==> src/rtl/proc_dpath_muldiv.sv <==
// Iterative unsigned multiply/divide unit for the X stage: MUL, MULHU, DIVU and REMU
// behind val/rdy handshakes, one shift-add or restoring-divide step per CALC cycle.
module proc_dpath_muldiv #(
  parameter int p_nbits      = 32,
  parameter bit p_early_exit = 1'b1
) (
  input  logic               clk,
  input  logic               reset,
  input  logic               req_val,
  output logic               req_rdy,
  input  logic [1:0]         req_msg_fn,
  input  logic [p_nbits-1:0] req_msg_a,
  input  logic [p_nbits-1:0] req_msg_b,
  output logic               resp_val,
  input  logic               resp_rdy,
  output logic [p_nbits-1:0] resp_msg,
  output logic               busy
);

  localparam int N  = p_nbits;
  localparam int CW = $clog2(p_nbits);

  localparam logic [1:0] FN_MUL   = 2'd0;
  localparam logic [1:0] FN_MULHU = 2'd1;
  localparam logic [1:0] FN_DIVU  = 2'd2;
  localparam logic [1:0] FN_REMU  = 2'd3;

  typedef enum logic [1:0] {S_IDLE, S_CALC, S_DONE} state_t;

  state_t         state_q, state_d;
  logic [1:0]     fn_q, fn_d;
  logic [CW-1:0]  cnt_q, cnt_d;
  logic           resp_val_q, resp_val_d;
  logic           busy_q, busy_d;
  logic [N-1:0]   resp_msg_q, resp_msg_d;

  // quot_q doubles as the multiplier register (MUL*) and the dividend/quotient (DIV*).
  logic [2*N-1:0] acc_q, acc_d;
  logic [2*N-1:0] mcand_q, mcand_d;
  logic [N-1:0]   quot_q, quot_d;
  logic [N:0]     rem_q, rem_d;
  logic [N-1:0]   dvsr_q, dvsr_d;
  logic           dbz_q, dbz_d;

  logic [2*N-1:0] acc_step;
  logic [N-1:0]   mplier_step;
  logic [N+1:0]   diff;
  logic [N:0]     rem_step;
  logic [N-1:0]   quot_step;
  logic           is_mul;
  logic           last;
  logic [N-1:0]   result;

  assign req_rdy  = (state_q == S_IDLE) && !reset;
  assign resp_val = resp_val_q;
  assign busy     = busy_q;
  assign resp_msg = resp_msg_q;

  always_comb begin
    // NOTE: every variable gets a default first so no path leaves one unassigned (no latches).
    state_d    = state_q;
    fn_d       = fn_q;
    cnt_d      = cnt_q;
    resp_val_d = resp_val_q;
    busy_d     = busy_q;
    resp_msg_d = resp_msg_q;
    acc_d      = acc_q;
    mcand_d    = mcand_q;
    quot_d     = quot_q;
    rem_d      = rem_q;
    dvsr_d     = dvsr_q;
    dbz_d      = dbz_q;

    acc_step    = quot_q[0] ? acc_q + mcand_q : acc_q;
    mplier_step = quot_q >> 1;

    // The top bit of the N+2 bit difference is the borrow of the trial subtraction.
    diff = {rem_q, quot_q[N-1]} - {2'b00, dvsr_q};
    if (diff[N+1]) begin
      rem_step  = {rem_q[N-1:0], quot_q[N-1]};
      quot_step = {quot_q[N-2:0], 1'b0};
    end else begin
      rem_step  = diff[N:0];
      quot_step = {quot_q[N-2:0], 1'b1};
    end

    is_mul = !fn_q[1];
    last   = (cnt_q == CW'(N-1))
          || (p_early_exit && is_mul && (mplier_step == '0))
          || (!is_mul && dbz_q);

    unique case (fn_q)
      FN_MUL:   result = acc_step[N-1:0];
      FN_MULHU: result = acc_step[2*N-1:N];
      FN_DIVU:  result = dbz_q ? '1 : quot_step;
      FN_REMU:  result = dbz_q ? quot_q : rem_step[N-1:0];
      default:  result = '0;
    endcase

    unique case (state_q)
      S_IDLE: begin
        if (req_val && req_rdy) begin
          state_d = S_CALC;
          fn_d    = req_msg_fn;
          cnt_d   = '0;
          busy_d  = 1'b1;
          acc_d   = '0;
          mcand_d = {{N{1'b0}}, req_msg_a};
          quot_d  = req_msg_fn[1] ? req_msg_a : req_msg_b;
          rem_d   = '0;
          dvsr_d  = req_msg_b;
          dbz_d   = (req_msg_b == '0);
        end
      end
      S_CALC: begin
        cnt_d = cnt_q + 1'b1;
        if (is_mul) begin
          acc_d   = acc_step;
          mcand_d = mcand_q << 1;
          quot_d  = mplier_step;
        end else begin
          rem_d  = rem_step;
          quot_d = quot_step;
        end
        if (last) begin
          state_d    = S_DONE;
          resp_val_d = 1'b1;
          resp_msg_d = result;
        end
      end
      S_DONE: begin
        if (resp_rdy) begin
          state_d    = S_IDLE;
          resp_val_d = 1'b0;
          busy_d     = 1'b0;
        end
      end
      default: state_d = S_IDLE;
    endcase
  end

  // NOTE: sequential state uses non-blocking assignments so all flops update together.
  always_ff @(posedge clk) begin
    if (reset) begin
      state_q    <= S_IDLE;
      fn_q       <= FN_MUL;
      cnt_q      <= '0;
      resp_val_q <= 1'b0;
      busy_q     <= 1'b0;
      resp_msg_q <= '0;
    end else begin
      state_q    <= state_d;
      fn_q       <= fn_d;
      cnt_q      <= cnt_d;
      resp_val_q <= resp_val_d;
      busy_q     <= busy_d;
      resp_msg_q <= resp_msg_d;
    end
  end

  // NOTE: datapath registers need no reset; they are always loaded on accept before use.
  always_ff @(posedge clk) begin
    acc_q   <= acc_d;
    mcand_q <= mcand_d;
    quot_q  <= quot_d;
    rem_q   <= rem_d;
    dvsr_q  <= dvsr_d;
    dbz_q   <= dbz_d;
  end

endmodule

==> config.mk <==
export PLATFORM = sky130hd
export DESIGN_NAME = proc_dpath_muldiv
export DESIGN_NICKNAME = d
export VERILOG_FILES = /design/src/rtl/proc_dpath_muldiv.sv
export SDC_FILE = /design/constraint.sdc
export NUM_CORES = 1
export LEC_CHECK = 0
export ABC_AREA = 1
export CAP_MARGIN = 20
export CORE_AREA = 2 2 192 194
export DETAILED_ROUTE_END_ITERATION = 10
export DIE_AREA = 0 0 194 196
export PLACE_DENSITY = 0.81
export SKIP_LAST_GASP = 1
export SYNTH_ARGS = -nofsm -noshare
export SYNTH_HDL_FRONTEND = slang
export SYNTH_SLANG_ARGS = --single-unit
==> constraint.sdc <==
create_clock -name clk -period 6.65 [get_ports clk]
set_clock_uncertainty 0.05 [all_clocks]
set_input_delay 1.33 -clock clk [delete_from_list [all_inputs] [get_ports clk]]
set_output_delay 1.33 -clock clk [all_outputs]
set_load 0.005 [all_outputs]
==> results.sh, run 1 <==
export IMPL_die_w_um=194
export IMPL_class_of_the_worst_hold_path="reg -> reg"
export IMPL_yosys_register_bits=269
export IMPL_place_gp_congestion=1.07
export IMPL_design_final_nets=3562
export IMPL_place_detailed_instances=3829
export IMPL_clk_insertion_delay_late_ps=590
export IMPL_cts_root_to_sink_buffers=3
export IMPL_post_dp_hpwl_mm=60.0
export IMPL_grt_antenna_before_repair=2
export IMPL_totalWireLength_mm=77.7
export IMPL_power_leakage_nw=12.4
export IMPL_ff2ff_setup_slack_ps=2950
export IMPL_finalSetupViolations=0
export IMPL_worstPathBufferInverterCount=2
export IMPL_via_density_per_instance=5.75
export IMPL_worst_path_largest_cell_delay_ps=550
export IMPL_cp_slowest_cell="sky130_fd_sc_hd__clkdlybuf4s50_1"
export IMPL_detail_route_wl_per_cell_um=20.0
export IMPL_grt_pass1_wl_mm=119
export IMPL_synthesis_yosys_warnings=0
export IMPL_layout_drive_gt1_share_pct=5.65
export IMPL_post_synth_instance_area_um2=22000
export IMPL_num_vias=22400
export IMPL_post_route_drc_count=0
export IMPL_vdd_drop_max_v=0.000254
export IMPL_routed_wl_met3_mm=7.33
export IMPL_post_synth_num_cell_types=46
export IMPL_timing_final_crit_period_ps=3870
export IMPL_cts_tree="yes"
export IMPL_worst_setup_path_start_kind="input pin"
export IMPL_postSynthAreaPerCell_um2=6.61
export IMPL_timing_final_hold_violations=0
export IMPL_grt_start_max_net_pins=84
export IMPL_grt_util_all_layers_pct=40.2
export IMPL_wl_met2_mm=36.7
export IMPL_max_cap_viol_count=0
export IMPL_crit_path_cell_trace="buf_2 -> nor3_1 -> clkdlybuf4s50_1"
export IMPL_max_slew_margin_rel_pct=28.6
export IMPL_design_core_area_um2=36100
export IMPL_yosys_most_used_dff="sky130_fd_sc_hd__edfxtp_1"
export IMPL_die_area_um2=38000
export IMPL_detailedRoute_firstIterationViolations=2354
export IMPL_final_common_cell="sky130_fd_sc_hd__nand2_1"
export IMPL_synthesis_instances=3329
export IMPL_rows=70
export IMPL_fillerInstances=3193
export IMPL_outcome="completed"
export IMPL_layout_area_overhead_vs_synth_pct=11.0
export IMPL_grt_overflow_total=0
export IMPL_cts_hold_fix_buffers=0
export IMPL_cellPowerDensity_nw_per_um2=228
export IMPL_timing_critical_path_max_delay_family="buffers and inverters"
export IMPL_critPathKind="in -> out"
export IMPL_count_of_flip_flops_with_a_built_in_enable_after_synthesis=226
export IMPL_drt_first_pass_iters=6
export IMPL_ports_placed_on_the_boundary=105
export IMPL_finalNonFillerCells=3886
export IMPL_top_layer="met4"
export IMPL_timing_final_max_slew_violations=0
export IMPL_postSynth_asyncResetShare_pct=0
export IMPL_die_height_um=196
export IMPL_postRouteAntennaNets=0
export IMPL_unrepaired_setup_endpoints_after_global_routing="false"
export IMPL_clkTransAtPathRegs_ps=60
export IMPL_htreeDepth=1
export IMPL_layout_cells_most_common_list="sky130_fd_sc_hd__nand2_1, sky130_fd_sc_hd__inv_1, sky130_fd_sc_hd__nor2_1, sky130_fd_sc_hd__edfxtp_1, sky130_fd_sc_hd__nand3_1"
export IMPL_crit_fanout=25
export IMPL_cts_repair_timing_setup_buffer_count=0
export IMPL_crit_path_end_kind="output port"
export IMPL_cts_inserted_buffers=29
export IMPL_finalSetupTns_ps=0
export IMPL_worstPathArrival_ps=2490
export IMPL_required_time_worst_endpoint_ps=5270
export IMPL_worst_slew_pin_slew_ps=1070
export IMPL_grt_pass1_vias=21400
export IMPL_timing_final_crit_share_pct=58.2
export IMPL_max_freq_mhz=258
export IMPL_m1WireLength_mm=28.2
export IMPL_port_buffer_count=104
export IMPL_mappedNetlistNets=3498
export IMPL_ctsRootBufferMaster="sky130_fd_sc_hd__clkbuf_16"
export IMPL_initial_utilization_pct=61.0
export IMPL_clock_sinks=269
export IMPL_cts_repair_resizes=0
export IMPL_synth_sequential_area_ratio_pct=34.7
[Yosys cell counts, types with 25 or more instances]
cell type | n | area [µm²]
sky130_fd_sc_hd__edfxtp_1 | 226 | 6790
sky130_fd_sc_hd__nor2_1 | 300 | 1130
sky130_fd_sc_hd__nand2_1 | 1170 | 4390
sky130_fd_sc_hd__o221ai_1 | 31 | 272
sky130_fd_sc_hd__nand3_1 | 216 | 1080
sky130_fd_sc_hd__dfxtp_1 | 43 | 861
sky130_fd_sc_hd__ha_1 | 97 | 1210
sky130_fd_sc_hd__xor2_1 | 25 | 219
sky130_fd_sc_hd__a21oi_1 | 159 | 796
sky130_fd_sc_hd__or2_2 | 33 | 206
sky130_fd_sc_hd__o21ai_0 | 86 | 430
sky130_fd_sc_hd__nand2_4 | 26 | 293
sky130_fd_sc_hd__clkbuf_1 | 67 | 251
sky130_fd_sc_hd__inv_1 | 614 | 2300
[layer usage]
layer / vias to the layer above / track usage [%]
met1: 10100 / 47.8
met2: 1358 / 68.8
li1: 10600 / -
met4: 0 / 25.3
met5: - / 0
met3: 264 / 5.81
[tightest hold or removal path, stage by stage, from the launching register on]
cell and delay [ps]:
sky130_fd_sc_hd__dfxtp_1 310, sky130_fd_sc_hd__nand2_1 60, sky130_fd_sc_hd__a21oi_1 50
[state kept, by name (all words and copies together) (netlist names)]
name / cells
acc_q: 64
mcand_q: 64
rem_q: 33
dvsr_q: 32
quot_q: 32
resp_msg: 32
cnt_q: 5
fn_q: 2
state_q: 2
busy: 1
dbz_q: 1
resp_val: 1
[layout make-up]
type	instances	area, µm²	share of cell area, %
tap	468	586	2.40
timing repair buffer	121	1220	5.01
multi-input combinational	2347	11600	47.7
clock buffer	38	779	3.19
clock inverter	16	195	0.799
sequential	269	7650	31.3
inverter	625	2350	9.61
antenna	2	5.00	0.0205
[final timing paths]
check        cells past startpoint                      start                         to
max reg2reg                      9    state_q[0]$_SDFFE_PP0P_   resp_msg[4]$_SDFFE_PP0P_
min reg2reg                      2  resp_msg[24]$_SDFFE_PP0P_  resp_msg[24]$_SDFFE_PP0P_
max                              3                      reset                    req_rdy
min                              2  resp_msg[24]$_SDFFE_PP0P_  resp_msg[24]$_SDFFE_PP0P_
[cells by family after synthesis]
| group | after synthesis | synth area share [%] |
|---|---|---|
| mux | 21 | 0.955 |
| compound gates | 326 | 8.62 |
| buf+inv | 713 | 12.4 |
| fa+ha+maj | 99 | 5.70 |
| xor+xnor | 46 | 1.83 |
| simple gates | 1855 | 35.7 |
| flops | 269 | 34.7 |
[power by group]
part	switching, mW	internal [mW]
Clock	0.722	0.982
Sequential	0.0833	1.99
Combinational	1.25	0.549
[through the flow]
stage	hold slack [ps]	worst slack (ps)	power, mW	util [%]	instance area [µm²]
2_1_floorplan	391	1450	3.29	-	22000
3_3_place_gp	403	2100	3.79	64.8	23400
3_5_place_dp	405	2020	3.83	64.9	23400
4_1_cts	416	2430	5.51	67.6	24400
5_1_grt	441	2700	5.81	67.7	24400
6_report	417	2780	5.57	67.7	24400
(Power assumes the default switching activity.)
==> inputs of run 2 (changes only) <==
- clock period: 6.65 -> 4.1 ns (I/O delays scaled with it)
==> run 2 against run 1 <==
Against the previous run:
- sequential share of layout area fell by 0.064 points
- sequential power grew 62%
- die area did not move
- worst setup slack got worse by 2500 ps
- clock power up 64%
- highest routed layer unchanged
==> results.sh, run 2 (synthesized netlist as in run 1, its figures left out) <==
export IMPL_ff2ff_setup_slack_ps=290
export IMPL_via_density_per_instance=5.83
export IMPL_critical_path_top_cell_by_count="sky130_fd_sc_hd__nor3_1"
export IMPL_crit_fanout=28
export IMPL_finalNonFillerCells=3891
export IMPL_die_height_um=196
export IMPL_class_of_the_worst_hold_path="reg -> reg"
export IMPL_power_leakage_nw=12.5
export IMPL_max_cap_viol_count=0
export IMPL_cts_repair_resizes=0
export IMPL_max_freq_mhz=262
export IMPL_fin_ws_ps=290
export IMPL_grt_overflow_total=0
export IMPL_timing_final_max_slew_violations=0
export IMPL_detail_route_wl_per_cell_um=20.8
export IMPL_crit_path_end_kind="register"
export IMPL_timing_final_hold_violations=0
export IMPL_postRouteAntennaNets=0
export IMPL_worst_path_largest_cell_delay_ps=620
export IMPL_critPathKind="reg -> reg"
export IMPL_rows=70
export IMPL_finalSetupViolations=0
export IMPL_cts_tree="yes"
export IMPL_post_dp_hpwl_mm=62.6
export IMPL_grt_start_max_net_pins=165
export IMPL_vdd_drop_max_v=0.000419
export IMPL_grt_pass1_vias=22000
export IMPL_design_final_nets=3568
export IMPL_clkTransAtPathRegs_ps=60
export IMPL_final_hold_worst_slack_ps=423
export IMPL_cp_slowest_cell="sky130_fd_sc_hd__nor2_4"
export IMPL_ports_placed_on_the_boundary=105
export IMPL_area_of_all_placed_cells_without_fillers_um2=24500
export IMPL_timing_final_crit_period_ps=3810
export IMPL_die_area_um2=38000
export IMPL_cts_hold_fix_buffers=0
export IMPL_fillerInstances=3118
export IMPL_cts_repair_timing_setup_buffer_count=0
export IMPL_finalCoreUtilization_pct=67.8
export IMPL_totalWireLength_mm=80.8
export IMPL_timing_final_crit_share_pct=92.9
export IMPL_worstPathBufferInverterCount=2
export IMPL_max_slew_margin_rel_pct=32.1
export IMPL_place_gp_congestion=1.14
export IMPL_die_w_um=194
export IMPL_post_route_drc_count=0
export IMPL_ctsRootBufferMaster="sky130_fd_sc_hd__clkbuf_16"
export IMPL_finalSetupTns_ps=0
export IMPL_htreeDepth=1
export IMPL_detailedRoute_firstIterationViolations=2540
export IMPL_layout_cells_most_common_list="sky130_fd_sc_hd__nand2_1, sky130_fd_sc_hd__inv_1, sky130_fd_sc_hd__nor2_1, sky130_fd_sc_hd__edfxtp_1, sky130_fd_sc_hd__nand3_1"
export IMPL_largest_registers="acc_q x64, mcand_q x64, rem_q x33"
export IMPL_crit_path_cell_trace="nor4_1 -> nand4_1 -> nor3_1 -> nor3_1 -> nor2_4 -> inv_2 -> buf_4 -> nand2_1 -> a21oi_1"
export IMPL_drt_first_pass_iters=8
export IMPL_port_buffer_count=104
export IMPL_timing_critical_path_max_delay_family="simple AND/OR/NAND/NOR gates"
export IMPL_clk_insertion_delay_late_ps=600
export IMPL_place_worst_setup_slack_ps=528
export IMPL_worst_setup_path_start_kind="register"
export IMPL_required_time_worst_endpoint_ps=4490
export IMPL_place_detailed_instances=3834
export IMPL_initial_utilization_pct=61.0
export IMPL_worst_slew_pin_slew_ps=1020
export IMPL_place_area_um2=23500
export IMPL_grt_pass1_wl_mm=123
export IMPL_cellPowerDensity_nw_per_um2=372
export IMPL_design_core_area_um2=36100
export IMPL_grt_util_all_layers_pct=41.9
export IMPL_worstPathArrival_ps=4200
export IMPL_outcome="completed"
export IMPL_layout_area_overhead_vs_synth_pct=11.2
export IMPL_cts_root_to_sink_buffers=3
export IMPL_layout_drive_gt1_share_pct=5.93
export IMPL_antenna_cells=0
export IMPL_num_vias=22700
export IMPL_unrepaired_setup_endpoints_after_global_routing="false"
export IMPL_final_common_cell="sky130_fd_sc_hd__nand2_1"
export IMPL_grt_antenna_before_repair=0
export IMPL_cts_inserted_buffers=30
export IMPL_totalPowerFinal_mw=9.11
export IMPL_clock_sinks=269
==> run 2: changes by cell type in the layout (fill, tap and decap cells not counted), sizes merged <==
| cell | before | now |
|---|---|---|
| inv | 625 | 626 |
| bufinv | 4 | 1 |
| clkinv | 8 | 9 |
| diode | 2 | 0 |
| buf | 18 | 23 |
| clkbuf | 38 | 41 |
==> run 2: worst paths after layout <==
| check | from | end | cells past startpoint |
|---|---|---|---|
| setup / recovery | fn_q[1]$_SDFFE_PP0P_ | resp_msg[27]$_SDFFE_PP0P_ | 9 |
| hold / removal | cnt_q[4]$_SDFFE_PP0P_ | cnt_q[4]$_SDFFE_PP0P_ | 2 |
| setup reg to reg | fn_q[1]$_SDFFE_PP0P_ | resp_msg[27]$_SDFFE_PP0P_ | 9 |
| hold reg to reg | cnt_q[4]$_SDFFE_PP0P_ | cnt_q[4]$_SDFFE_PP0P_ | 2 |
==> run 2: area by class of cell <==
type	count	area, µm²	area share, %
Clock buffer	41	875	3.57
Clock inverter	15	120	0.491
Inverter	625	2350	9.59
Multi-Input combinational cell	2347	11600	47.6
Sequential cell	269	7650	31.2
Tap cell	468	586	2.39
Timing Repair Buffer	126	1260	5.14
==> run 2: worst min-delay path, stage by stage, from the launching register on <==
cell and delay, ps:
sky130_fd_sc_hd__dfxtp_1 320, sky130_fd_sc_hd__nand2_1 60, sky130_fd_sc_hd__a21oi_1 50
==> run 2: power by group <==
part           switching, mW  internal (mW)  total [mW]
sequential             0.133           3.22        3.36
combinational           2.07          0.899        2.97
clock                   1.22           1.56        2.78
==> run 2: metal layers <==
layer | global-route usage [%] | part of all wire [%]
met1 | 51.2 | 37
met5 | 0 | 0
met4 | 27.4 | 7.6
met2 | 69.2 | 46
met3 | 6.31 | 9.6
